**src/rtl/arb_requester.sv**
```systemverilog
// arb_requester: FIFO-buffered arbiter requester that streams bounded bursts onto a shared bus
module arb_requester #(
    parameter int DATA_W    = 8,
    parameter int DEPTH     = 4,
    parameter int BURST_LEN = 2
) (
    input  logic                       clk_i,
    input  logic                       rst_i,
    input  logic                       in_valid_i,
    input  logic [DATA_W-1:0]          in_data_i,
    output logic                       in_ready_o,
    output logic                       req_o,
    input  logic                       gnt_i,
    output logic                       out_valid_o,
    output logic [DATA_W-1:0]          out_data_o,
    output logic                       out_last_o,
    output logic [$clog2(DEPTH):0]     count_o
);
    localparam int AW = $clog2(DEPTH);
    localparam int CW = AW + 1;
    localparam int BW = $clog2(BURST_LEN + 1);

    typedef enum logic [1:0] {IDLE, REQ, XFER} state_t;

    state_t            state_q, state_d;
    logic [AW-1:0]     wr_ptr_q, wr_ptr_d, rd_ptr_q, rd_ptr_d;
    logic [CW-1:0]     count_q, count_d;
    logic [BW-1:0]     beat_q, beat_d;
    logic [DATA_W-1:0] mem_q [DEPTH];
    logic              push, pop, empty;

    // Handshake decode: ready/count from registered state only, bus outputs follow gnt_i combinationally
    always_comb begin
        empty       = count_q == '0;
        in_ready_o  = count_q < CW'(DEPTH);
        push        = in_valid_i & in_ready_o;
        req_o       = state_q != IDLE;
        out_valid_o = (state_q == XFER) & gnt_i & ~empty;
        out_last_o  = out_valid_o & ((beat_q == BW'(BURST_LEN - 1)) | (count_q == CW'(1)));
        out_data_o  = mem_q[rd_ptr_q];
        pop         = out_valid_o;
        count_o     = count_q;
    end

    // FIFO pointer and occupancy update; pointers wrap naturally at DEPTH
    always_comb begin
        wr_ptr_d = push ? wr_ptr_q + 1'b1 : wr_ptr_q;
        rd_ptr_d = pop ? rd_ptr_q + 1'b1 : rd_ptr_q;
        count_d  = count_q + CW'(push) - CW'(pop);
    end

    // Next state: last word forces a one-cycle IDLE gap; losing the grant falls back to REQ
    always_comb begin
        state_d = state_q;
        beat_d  = beat_q;
        case (state_q)
            IDLE: state_d = empty ? IDLE : REQ;
            REQ: begin
                state_d = gnt_i ? XFER : REQ;
                beat_d  = gnt_i ? '0 : beat_q;
            end
            XFER: begin
                state_d = !gnt_i ? REQ : ((out_last_o || empty) ? IDLE : XFER);
                beat_d  = (gnt_i && !out_last_o && !empty) ? beat_q + 1'b1 : beat_q;
            end
            default: state_d = IDLE;
        endcase
    end

    // Control registers; reset flushes the FIFO and abandons any burst in progress
    always_ff @(posedge clk_i or posedge rst_i) begin
        if (rst_i) begin
            state_q  <= IDLE;
            wr_ptr_q <= '0;
            rd_ptr_q <= '0;
            count_q  <= '0;
            beat_q   <= '0;
        end else begin
            state_q  <= state_d;
            wr_ptr_q <= wr_ptr_d;
            rd_ptr_q <= rd_ptr_d;
            count_q  <= count_d;
            beat_q   <= beat_d;
        end
    end

    // Word storage needs no reset: occupancy alone decides what is valid
    always_ff @(posedge clk_i) begin
        if (push) mem_q[wr_ptr_q] <= in_data_i;
    end
endmodule

```
**config.mk**
```make
export PLATFORM = sky130hd
export DESIGN_NAME = arb_requester
export DESIGN_NICKNAME = d
export VERILOG_FILES = /design/src/rtl/arb_requester.sv
export SDC_FILE = /design/constraint.sdc
export NUM_CORES = 1
export LEC_CHECK = 0
export CORE_UTILIZATION = 35
export DETAILED_ROUTE_END_ITERATION = 7
export GPL_TIMING_DRIVEN = 0
export MAX_ROUTING_LAYER = met4
export PLACE_DENSITY_LB_ADDON = 0.05
export REMOVE_ABC_BUFFERS = 1
export SLEW_MARGIN = 40
export SYNTH_ARGS = -nofsm -noshare
export SYNTH_HDL_FRONTEND = slang
export SYNTH_SLANG_ARGS = --single-unit
export TNS_END_PERCENT = 100
```
**constraint.sdc**
```tcl
create_clock -name clk_i -period 2.9 [get_ports clk_i]
set_clock_uncertainty 0.15 [all_clocks]
set_input_delay 0.58 -clock clk_i [delete_from_list [all_inputs] [get_ports clk_i]]
set_output_delay 0.58 -clock clk_i [all_outputs]
set_load 0.01 [all_outputs]
```
# Yosys cells after proc, flatten, opt, wreduce, memory -nomap -nowiden
# Memories as Yosys holds them, arrays and structs flattened.
# Index checks and enable logic that the tools add are counted.
[op_classes] add_sub_neg=5 magnitude_cmp=1 n_eq_ne=6 n_mux=10 bitwise_logic=6 reduce_logical=10
[ops] cell="2-to-1 mux 2 bit" n=5
[ops] cell="adder 2 x 1 -> 2 bit (second input constant)" n=3
[ops] cell="one-hot mux 2 bit (3 select lines)" n=1
[ops] cell="bitwise AND 1 bit" n=4
[ops] cell="equality test 2 x 1 -> 1 bit (second input constant)" n=2
[ops] cell="one-hot mux 2 bit (2 select lines)" n=1
[ops] cell="nonzero test 2 bit" n=2
[ops] cell="adder 3 x 1 -> 3 bit" n=1
[ops] cell="equality test 3 x 1 -> 1 bit (second input constant)" n=1
[ops] cell="logical NOT 3 bit" n=1
[ops] cell="< comparator 3 bit (second input constant)" n=1
[ops] cell="2-to-1 mux 1 bit" n=3
[ops] cell="AND reduction 3 bit" n=1
[ops] cell="subtractor 3 x 1 -> 3 bit" n=1
[ops] cell="equality test 2 bit (second input constant)" n=1
[ops] cell="logical AND 1 bit" n=2
[ops] cell="logical NOT 1 bit" n=2
[ops] cell="logical NOT 2 bit" n=1
[ops] cell="inequality test 2 x 1 -> 1 bit (second input constant)" n=1
[ops] cell="inequality test 2 bit (second input constant)" n=1
[ops] cell="logical OR 1 bit" n=1
[ops] cell="NOT 1 bit" n=1
[ops] cell="bitwise OR 1 bit" n=1
[totals] reg_bits=11 ram_bits=32 inputBits=12 n_memories=1
[memory_table] memory="mem_q" depth=4 word_bits=8 rd=1 rd_clocked_by_memory_dff=0 write_ports=1 line_no="29" source="logic [DATA_W-1:0] mem_q [DEPTH];"

# Longest topological paths before layout
# Gate-level depths: netlist of the first run.
[depth] ltp_word=9 depth_mapped=9

# Least setup slack after synthesis of the first run
# Ideal clock, no wire load.
[synth_path] kind="input -> register" start="input port in_valid_i" end="register count_q[2] (netlist: count_o[2])" setup_time_ns=0.123 arrival_time_ns=2.054 setup_slack_ns=0.574 stages=9 cell_sequence="nor2b_1 > clkbuf_1 > inv_1 > ha_1 > inv_1 > ha_1 > fa_1 > xnor2_1 > xnor2_1"
[synth_via] elab_chain_cells=3
[synth_lines] item="start, declared" line_no="9" source="input logic in_valid_i,"
[synth_lines] item="bitwise AND 1 bit" line_no="36" source="push = in_valid_i & in_ready_o;"
[synth_lines] item="adder 3 x 1 -> 3 bit" line_no="49" source="count_d = count_q + CW'(push) - CW'(pop);"
[synth_lines] item="subtractor 3 x 1 -> 3 bit" line_no="49"
[synth_lines] item="named net count_d[2]" line_no="27" source="logic [CW-1:0] count_q, count_d;"
[synth_lines] item="end signal, assigned" line_no="82" source="count_q <= count_d;"
[synth_lines] item="end, declared" line_no="27"
# The timed path passes the listed nets, and every way through them passes these cells.
# A chain may end at the register's enable or synchronous reset.

# Worst setup path in the final report of the first run
# Same ends and word-level chain as after synthesis.

==> results.toml, run 1 <==
[run_status]
outcome = "finished, violations left"
failed_checks = "DRC"

[floorplanning]
ios = 27
die_y_um = 74.57
die_w_um = 74.57
rows = 26
core_area_um2 = 5075
fp.dieArea_um2 = 5560
start_util = 0.3632

[synth]
synth_largest_area_cell = "edfxtp_1"
yosysTopAreaCellShare = 0.5214
synth_cell_type_count = 27
synthMuxAreaShare = 0.09776
synth-seq-area-share = 0.6707
synth-adder-area-share = 0.05838
synth_warnings = 0
synth-simple-area-share = 0.08690
synth-main-ff-cell = "edfxtp_1"
synth_edf_count = 32
synthXorXnorAreaFrac = 0.02376
async_flop_share = 0.2558
syn_inst = 112
avgSynthCellArea_um2 = 16.46
synth_area_leaders = "edfxtp_1 52%, dfrtp_1 15%, mux4_2 9.8%"
synth-seq-cells = 43
synth-compound-area-share = 0.03191
synth_top_family_by_area = "multiplexers"
synth.cell_area_um2 = 1843

[worst_setup_path]
cp_max_fo = 8
cp_slowest_stage_delay_ns = 0.44
required_ns = 2.92
endpoint_kind = "flop"
crit_path_top_delay_cell = "clkdlybuf4s50_1"
arrival_ns = 2.69
path_cells = "clkdlybuf4s50_1 -> nor2b_1 -> inv_1 -> ha_1 -> inv_1 -> ha_1 -> fa_1 -> xnor2_1 -> xnor2_1"
critPathLaunchType = "primary input"
path_class = "in2reg"

[pwr]
p_comb_frac = 0.354
intPower_w = 0.001400
power_density_nw_per_um2 = 907.8
peakVddDrop_mv = 0.4683
p_sw_frac = 0.3195
p_leak_nw = 0.8162
power_frac_clock = 0.170
power_frac_seq = 0.476
p_switching_w = 0.0006571

[sta]
setup_tns_ns = 0
postLayoutSetupSlackWorst_ns = 0.2347
maxSlewHeadroom = 0.6610
finalHoldViolations = 0
final-setup-viol-count = 0
rsz0062_at_grt = "no"
timing.hold.ws_ns = 0.3918
worst_pin_slew_ns = 0.5074
fin_crit_ns = 2.665
min_period_over_period = 0.9191
fmax_mhz = 375.2
maxSlewViolCount = 0

[placement]
port_buffers = 26
dp_cells = 204
dp.final_hpwl_um = 2069
place_ws_ns = -0.1184
gp_congestion = 0.6995

[clock_network]
cts_buffers = 5
cts_tree = "done"
worstSkewPairLatency_ns = 0.29
cts_buffer_depth = 2
clk_pin_slew_ns = 0.07
root_buffer = "clkbuf_8"
hold_buffers = 0
clock_sinks = 43
htree_levels = 2

[global_routing]
grt_pass1_wl_um = 4947
grt_overflow = 0
grt_usage = 0.1357
grt_antenna_before_repair = 0
grt_pass1_vias = 982
grt_max_degree = 13

[layout]
layout-drive-gt1-share = 0.1549
final_cell_count_no_fill = 212
diodes = 0
nets = 162
syn2layout_area_growth_pct = 22.95

[routing]
drt_iter0_drc = 41
ant_nets = 0
drc_errors = 1
avgRoutedWirePerCell_um = 14.39
drt_wl_total_um = 3050
vias = 974
viasPerCell = 4.594
drtPass1Iterations = 6

[min_path]
hold_path_class = "reg2reg"

[job]
max_cap_viol_count = 0
==> power by group through the flow <==
stage                     Sequential, W  Clock [W]  Combinational, W
after floorplan                0.000950          0          0.000436
after global placement         0.000989          0          0.000718
after detailed placement       0.000997          0          0.000732
after CTS                      0.000988   0.000359          0.000743
after global routing            0.00102   0.000389          0.000807
final                          0.000980   0.000349          0.000728
==> metal layers <==
layer  part of all wire  up-vias  GRT usage
met2               0.51       36     0.2202
met5                  0        -          -
met1               0.42      460     0.1511
met4              0.019        0    0.06289
met3              0.052        5    0.04472
li1                   -      473          -
==> cells by family after synthesis <==
family / after synthesis
flops: 43
simple gates: 26
xor+xnor: 5
compound gates: 8
fa+ha+maj: 8
mux: 8
buf+inv: 14
==> what timing repair did <==
| item | in CTS | in global routing |
|---|---|---|
| setup endpoints to repair | 2 | 8 |
| cloned | 0 | 0 |
| resized for setup | 3 | 1 |
| setup buffers | 1 | 0 |
| pin swaps | 1 | 0 |
==> worst paths after layout <==
path / start / slack (ns) / end / depth (start not counted)
worst min-delay path: beat_q[1] / 0.39 / beat_q[1] / 2
worst max-delay path: in_valid_i / 0.23 / count_o[2] / 9
worst max register to register: count_o[2] / 0.48 / count_o[2] / 8
worst min register to register: beat_q[1] / 0.39 / beat_q[1] / 2
max in group asynchronous: rst_i / 1.83 / rd_ptr_q[0] / 2
min in group asynchronous: rst_i / 0.44 / beat_q[0] / 2
==> flip-flops by register name (all words and copies together), names as in the netlist <==
register	cells
state_q	2
rd_ptr_q	2
wr_ptr_q	2
count_o	3
mem_q	32
beat_q	2
==> cells in the final DEF (no fill, tap or decap), types with 2 or more instances in the layout <==
master	count
nor2b_1	3
edfxtp_1	32
clkbuf_8	5
clkdlybuf4s50_1	25
nor2_1	5
and2_1	4
o311ai_0	2
o21ai_0	2
xor2_1	2
inv_1	10
nand4b_1	2
dfrtp_1	10
xnor2_1	3
nand2_1	4
mux4_2	8
ha_1	7
==> critical path: cells and delay by family <==
kind / cells / cell delay, ns
and+or+nand+nor: 1 / 0.43
xor gates and xnor gates: 2 / 0.27
buffers and inverters: 3 / 0.57
adders and majority gates: 3 / 0.84
==> cells in the mapped netlist, types with 2 or more instances <==
| cell type | number |
|---|---|
| nand4b_1 | 2 |
| ha_1 | 7 |
| nor2_1 | 5 |
| edfxtp_1 | 32 |
| clkbuf_1 | 3 |
| nand2_1 | 5 |
| xnor2_1 | 3 |
| nor3_2 | 2 |
| inv_1 | 10 |
| o21ai_0 | 2 |
| nor2b_1 | 3 |
| dfrtp_1 | 11 |
| and2_1 | 4 |
| mux4_2 | 8 |
| o311ai_0 | 2 |
| xor2_1 | 2 |
==> layout make-up <==
| class | instances | area, um^2 |
|---|---|---|
| fill | 471 | 2809 |
| sequential | 43 | 1237 |
| multi-input combinational | 55 | 559.3 |
| timing repair buffer | 27 | 266.5 |
| tap | 70 | 87.58 |
| clock buffer | 5 | 68.82 |
| inverter | 10 | 37.54 |
| clock inverter | 2 | 8.758 |
==> stage by stage <==
stage	area [um^2]	total power (W)	utilization
floorplan	1824	0.001387	-
global placement	2172	0.001707	0.4280
detailed placement	2172	0.001730	0.4280
CTS	2265	0.002090	0.4463
global route	2266	0.002212	0.4465
finish	2266	0.002057	0.4465
Power figures use the tool's default switching activity.
==> inputs of run 2 (changes only) <==
clock period = 2.87 ns   (was 2.9 ns; I/O delays follow)
==> results of run 2 <==
Same layout as run 1 (identical final DEF). Status: finished, violations left: DRC.
Among the figures that moved: setup slack after placement -0.1184 ns -> -0.1424 ns; number of gates resized after CTS 3 -> 4; setup slack after layout 0.2347 ns -> 0.2107 ns; register-to-register setup slack 0.48 ns -> 0.45 ns; total power 0.002057 W -> 0.002078 W; worst IR drop on VDD 0.4683 mV -> 0.4732 mV
==> inputs of run 3 (changes only) <==
CORE_MARGIN = 2   (was unset)
CTS_CLUSTER_DIAMETER = 120   (was unset)
==> results.toml, run 3 (synthesis results as in run 1) <==
[worst_setup_path]
path_cells = "dlygate4sd2_1 -> nand2_1 -> nor3_4 -> nor2b_1 -> clkdlybuf4s50_1"
arrival_ns = 1.96
critPathLaunchType = "primary input"
cpLargestDelayFamily = "buffers and inverters"
required_ns = 2.15
cp.buffers_inverters = 2
endpoint_kind = "primary output"
cp_slowest_stage_delay_ns = 0.54
cp_max_fo = 6
crit_path_top_delay_cell = "clkdlybuf4s50_1"
path_class = "in2out"

[pwr]
peakVddDrop_mv = 0.3940
power_density_nw_per_um2 = 950.4
p_leak_nw = 0.8309

[clock_network]
clock_sinks = 43
cts_buffers = 5
cts_buffer_depth = 2
cts_tree = "done"
htree_levels = 2
root_buffer = "clkbuf_8"
clk_pin_slew_ns = 0.07
worstSkewPairLatency_ns = 0.29
hold_buffers = 0

[global_routing]
grtUsageMet1 = 0.1440
grt_usage = 0.1249
use_met3 = 0.03436
grt_pass1_vias = 1112
top_usage_layer = "met2"
grt_antenna_before_repair = 0
grt_overflow = 0
grt_max_degree = 13
grt_pass1_wl_um = 5375
grt_util_met2 = 0.2027

[routing]
ant_nets = 0
avgRoutedWirePerCell_um = 15.02
vias = 989
drt_iter0_drc = 47
viasPerCell = 4.643
drtPass1Iterations = 4
drt_wl_total_um = 3199
drc_errors = 0

[sta]
maxSlewHeadroom = 0.6874
worst_pin_slew_ns = 0.4689
min_period_over_period = 0.9365
fmax_mhz = 372.1
rsz0062_at_grt = "no"
maxSlewViolCount = 0
finalHoldViolations = 0
final-setup-viol-count = 0
fin_crit_ns = 2.688
setup_tns_ns = 0

[layout]
largest_reg_flops = 32
nets = 163
final_common_cell = "edfxtp_1"
largest-register = "mem_q"
layout-drive-gt1-share = 0.1538
syn2layout_area_growth_pct = 24.58
fin_util = 0.4495
diodes = 0
layout_common_cells = "32 x edfxtp_1, 25 x clkdlybuf4s50_1, 10 x inv_1, 10 x dfrtp_1, 8 x mux4_2"

[floorplanning]
die_y_um = 76.57
core_area_um2 = 5107
fp.dieArea_um2 = 5862
die_w_um = 76.57
rows = 26
start_util = 0.3609
ios = 27

[job]
max_cap_viol_count = 0

[run_status]
outcome = "complete, no violations"

[placement]
port_buffers = 26
dp.final_hpwl_um = 2234
gp_congestion = 0.6743

[min_path]
hold_path_class = "reg2reg"
run 3: area by class of cell:
type	instances	area [um^2]
clock buffers	6	72.57
clock inverters	1	30.03
fillers	481	2811
inverters	10	37.54
multi-input cells	55	556.8
flip-flops and latches	43	1237
well taps	70	87.58
repair buffers	28	274.0
run 3: stage by stage:
step | power [W] | cells | hold slack, ns | instance area, um^2 | worst slack [ns]
global route | 0.002328 | 213 | 0.4091 | 2296 | 0.05625
finish | 0.002182 | 213 | 0.3713 | 2296 | 0.1822
detailed placement | 0.001761 | 204 | 0.3655 | 2172 | -0.1918
floorplan | 0.001401 | 108 | 0.2764 | 1824 | 0.5360
CTS | 0.002226 | 213 | 0.3834 | 2296 | 0.1747
global placement | 0.001728 | 204 | 0.3318 | 2172 | -0.1676
run 3: worst register-to-register path, cell delays in order, from the launching register on:
cell,delay [ns]
dfrtp_1,0.47
nor3_2,0.32
nor3_4,0.06
buf_4,0.16
ha_1,0.27
inv_1,0.04
ha_1,0.18
fa_1,0.37
xnor2_1,0.18
xnor2_1,0.14
run 3: repair_timing:
item / 4_1_cts / 5_1_grt
buffers inserted: 2 / 0
resized for setup: 3 / 0
endpoints found under the setup margin: 10 / 0
run 3: final timing paths:
kind                            slack [ns]  startpoint  depth (start not counted)     endpoint
worst max-delay path                  0.18       gnt_i                          5   out_last_o
worst max register to register        0.46  count_o[2]                          9   count_o[2]
max in group asynchronous             1.80       rst_i                          2  rd_ptr_q[0]
min in group asynchronous             0.44       rst_i                          2   state_q[0]
worst min-delay path                  0.37   beat_q[1]                          2    beat_q[1]
worst min register to register        0.37   beat_q[1]                          2    beat_q[1]
run 3: report_power, final:
part | internal [W] | switching (W)
clock network | 0.000255 | 0.000191
registers | 0.000814 | 0.000180
logic | 0.000441 | 0.000301
run 3: metal layers:
metal	vias up	wire, um
li1	468	-
met1	494	1420
met2	20	1603
met3	7	118
met4	0	58
met5	-	0
==> variant (settings of run 1) <==
Put a register stage on the output `count_o`, cleared by the reset. The value now appears one clock later. The other outputs are not delayed to match.
--- a/src/rtl/arb_requester.sv
+++ b/src/rtl/arb_requester.sv
@@ -23,4 +23,6 @@
     typedef enum logic [1:0] {IDLE, REQ, XFER} state_t;
 
+    logic [$clog2(DEPTH):0] count_c;
+
     state_t            state_q, state_d;
     logic [AW-1:0]     wr_ptr_q, wr_ptr_d, rd_ptr_q, rd_ptr_d;
@@ -40,5 +42,5 @@
         out_data_o  = mem_q[rd_ptr_q];
         pop         = out_valid_o;
-        count_o     = count_q;
+        count_c     = count_q;
     end
 
@@ -89,4 +91,12 @@
         if (push) mem_q[wr_ptr_q] <= in_data_i;
     end
+    always_ff @(posedge clk_i or posedge rst_i) begin
+        if (rst_i) begin
+            count_o <= '0;
+        end else begin
+            count_o <= count_c;
+        end
+    end
+
 endmodule
 
Behaviour: not the same (Yosys sat finds a counterexample within 4 cycles, from zero or initial values and one cycle with rst_i high).
==> variant against run 1 <==
- total power rose by 4.3%
- combinational power up 1%
- setup slack worse by 0.033 ns
- cell count grew 0.47%
- cell area is 3.8% higher
- routed wire length is 0.72% lower
- sequential share of layout area increased by 1.2 points
- sequential cell count increased by 3
- global-route usage decreased by 1.0 points
- clock power rose by 6.9%
- area after synthesis grew 5.2%
- largest cell class unchanged
==> variant: results (changes against run 1) <==
Clock network
  • # Post-CTS Setup Buffers: 0 (was 1)

Yosys
  • Post-Synth Adder-Cell Area: 5.552% (was 5.838%)
  • Compound-cell area share of the yosys netlist: 2.647% (was 3.191%)
  • Synth cell types: 31 (was 27)
  • Post-synthesis async set-or-reset flop share: 30.43% (was 25.58%)
  • Ranking of synthesized cells by area: edfxtp_1, dfrtp_1, mux4_1 (was edfxtp_1, dfrtp_1, mux4_2)
  • Mean post-synth cell area: 17.15 um^2 (was 16.46 um^2)
  • Register area share after synthesis: 67.66% (was 67.07%)
  • Mux share of post-synthesis cell area: 10.26% (was 9.776%)
  • Synth Area in XOR/XNOR: 2.711% (was 2.376%)
  • Commonest cells in the netlist: edfxtp_1, dfrtp_1, inv_1 (unchanged)
  • Synth area leader: edfxtp_1 (unchanged)

GRT
  • Vias in the first global route: 1,098 (was 982)
  • M2 GR Usage: 19.28% (was 22.02%)
  • Tot GR Track Use: 12.56% (was 13.57%)
  • GRT met1 Usage: 15.28% (was 15.11%)
  • First-pass GRT wire length: 5347 um (was 4947 um)
  • Largest net degree at the start of global routing: 15 (was 13)
  • Grt met3 use: 4.072% (was 4.472%)

Route
  • Total number of vias: 988 (was 974)
  • Routed vias/inst: 4.638 (was 4.594)
  • DRT Wirelength: 3028 um (was 3050 um)
  • Drt pass-1 iters: 2 (was 6)
  • DR iter-0 viols: 80 (was 41)

STA
  • Worst slew pin tran: 0.5456 ns (was 0.5074 ns)

Power
  • Maximum VDD drop: 471.1 uV (was 468.3 uV)
  • Leak: 0.8585 nW (was 0.8162 nW)

Setup path
  • Max incr delay on CP: 0.62 ns (was 0.44 ns)
  • Crit. Startpoint: rd_ptr_q[0]$_DFFE_PP0P_ (was in_valid_i)
  • R2r startpoint: count_c[2]$_DFF_PP0_ (was count_o[2]$_DFF_PP0_)
  • Crit Reg-Reg Endpoint: count_c[2]$_DFF_PP0_ (was count_o[2]$_DFF_PP0_)
  • Slowest library cell on the worst path: mux4_1 (was clkdlybuf4s50_1)
  • Critical path arrival: 1.97 ns (was 2.69 ns)
  • Critical Path End: out_data_o[3] (was count_o[2]$_DFF_PP0_)
  • CP Max Fanout: 10 (was 8)

Placed design
  • RePlAce Congestion: 0.6903 (was 0.6995)
  • Placed cells: 205 (was 204)
  • HPWL after DPL: 2094 um (was 2069 um)
  • I/O Buffers: 26 (unchanged)

Outcome
  • Run status: complete, no violations (was finished with violations)

Final layout
  • Final nets: 162 (unchanged)
  • Layout cell share with drive strength beyond 1: 11.89% (was 15.49%)

Worst hold path
  • Hold Crit Class: flip-flop to flip-flop (unchanged)
variant: kinds of logic (layout without fill, tap and decap cells):
logic type	after synthesis	after routing
compound gates	7	7
simple gates	24	24
fa+ha+maj	8	8
flops	46	46
mux	8	8
xor+xnor	6	6
buf+inv	14	44
variant: worst min-delay path by stage:
stage | startpoint | endpoint | slack [ns] | cells after the start
floorplan | count_c[0]$_DFF_PP0_ | count_o[0]$_DFF_PP0_ | 0.27 | 0
global placement | count_c[0]$_DFF_PP0_ | count_o[0]$_DFF_PP0_ | 0.30 | 0
detailed placement | count_c[0]$_DFF_PP0_ | count_o[0]$_DFF_PP0_ | 0.31 | 0
CTS | count_c[0]$_DFF_PP0_ | count_o[0]$_DFF_PP0_ | 0.33 | 0
global route | count_c[0]$_DFF_PP0_ | count_o[0]$_DFF_PP0_ | 0.36 | 0
finish | count_c[0]$_DFF_PP0_ | count_o[0]$_DFF_PP0_ | 0.32 | 0
variant: power by group:
part	switching [mW]	total (mW)	internal, mW	leakage, nW
registers	0.165	1.04	0.871	0.458
logic	0.303	0.738	0.434	0.359
clock network	0.208	0.373	0.165	0.0416
variant: cell type report:
| class | instances | area (um^2) |
|---|---|---|
| clock buffers | 5 | 68.82 |
| clock inverters | 3 | 16.27 |
| fillers | 488 | 2853 |
| inverters | 10 | 37.54 |
| multi-input cells | 53 | 570.5 |
| flip-flops and latches | 46 | 1313 |
| well taps | 70 | 87.58 |
| repair buffers | 26 | 259.0 |
variant: metrics by stage:
step           instance area [um^2]  total power, mW  worst slack (ns)  util [%]
2_1_floorplan                  1913            1.456            0.5648         -
3_3_place_gp                   2261            1.783          -0.09959     43.44
3_5_place_dp                   2261            1.809           -0.1008     43.44
4_1_cts                        2352            2.191            0.1598     45.19
5_1_grt                        2352            2.311           0.02224     45.19
6_report                       2352            2.146            0.2017     45.19
variant: worst max-delay path: cells and delay by family, from the launching register on:
kind / cells / cell delay [ns]
buffers and inverters: 1 / 0.50
muxes: 1 / 0.62
DFF: 1 / 0.55
variant: timing repair:
action,CTS,global route
resized for setup,3,0
hold buffers,0,0
endpoints found under the hold margin,0,0
setup endpoints to repair,3,0
variant: routing by layer:
layer | vias up | wire length (um)
li1 | 475 | -
met5 | - | 0
met2 | 18 | 1467
met3 | 5 | 134
met1 | 490 | 1377
met4 | 0 | 49
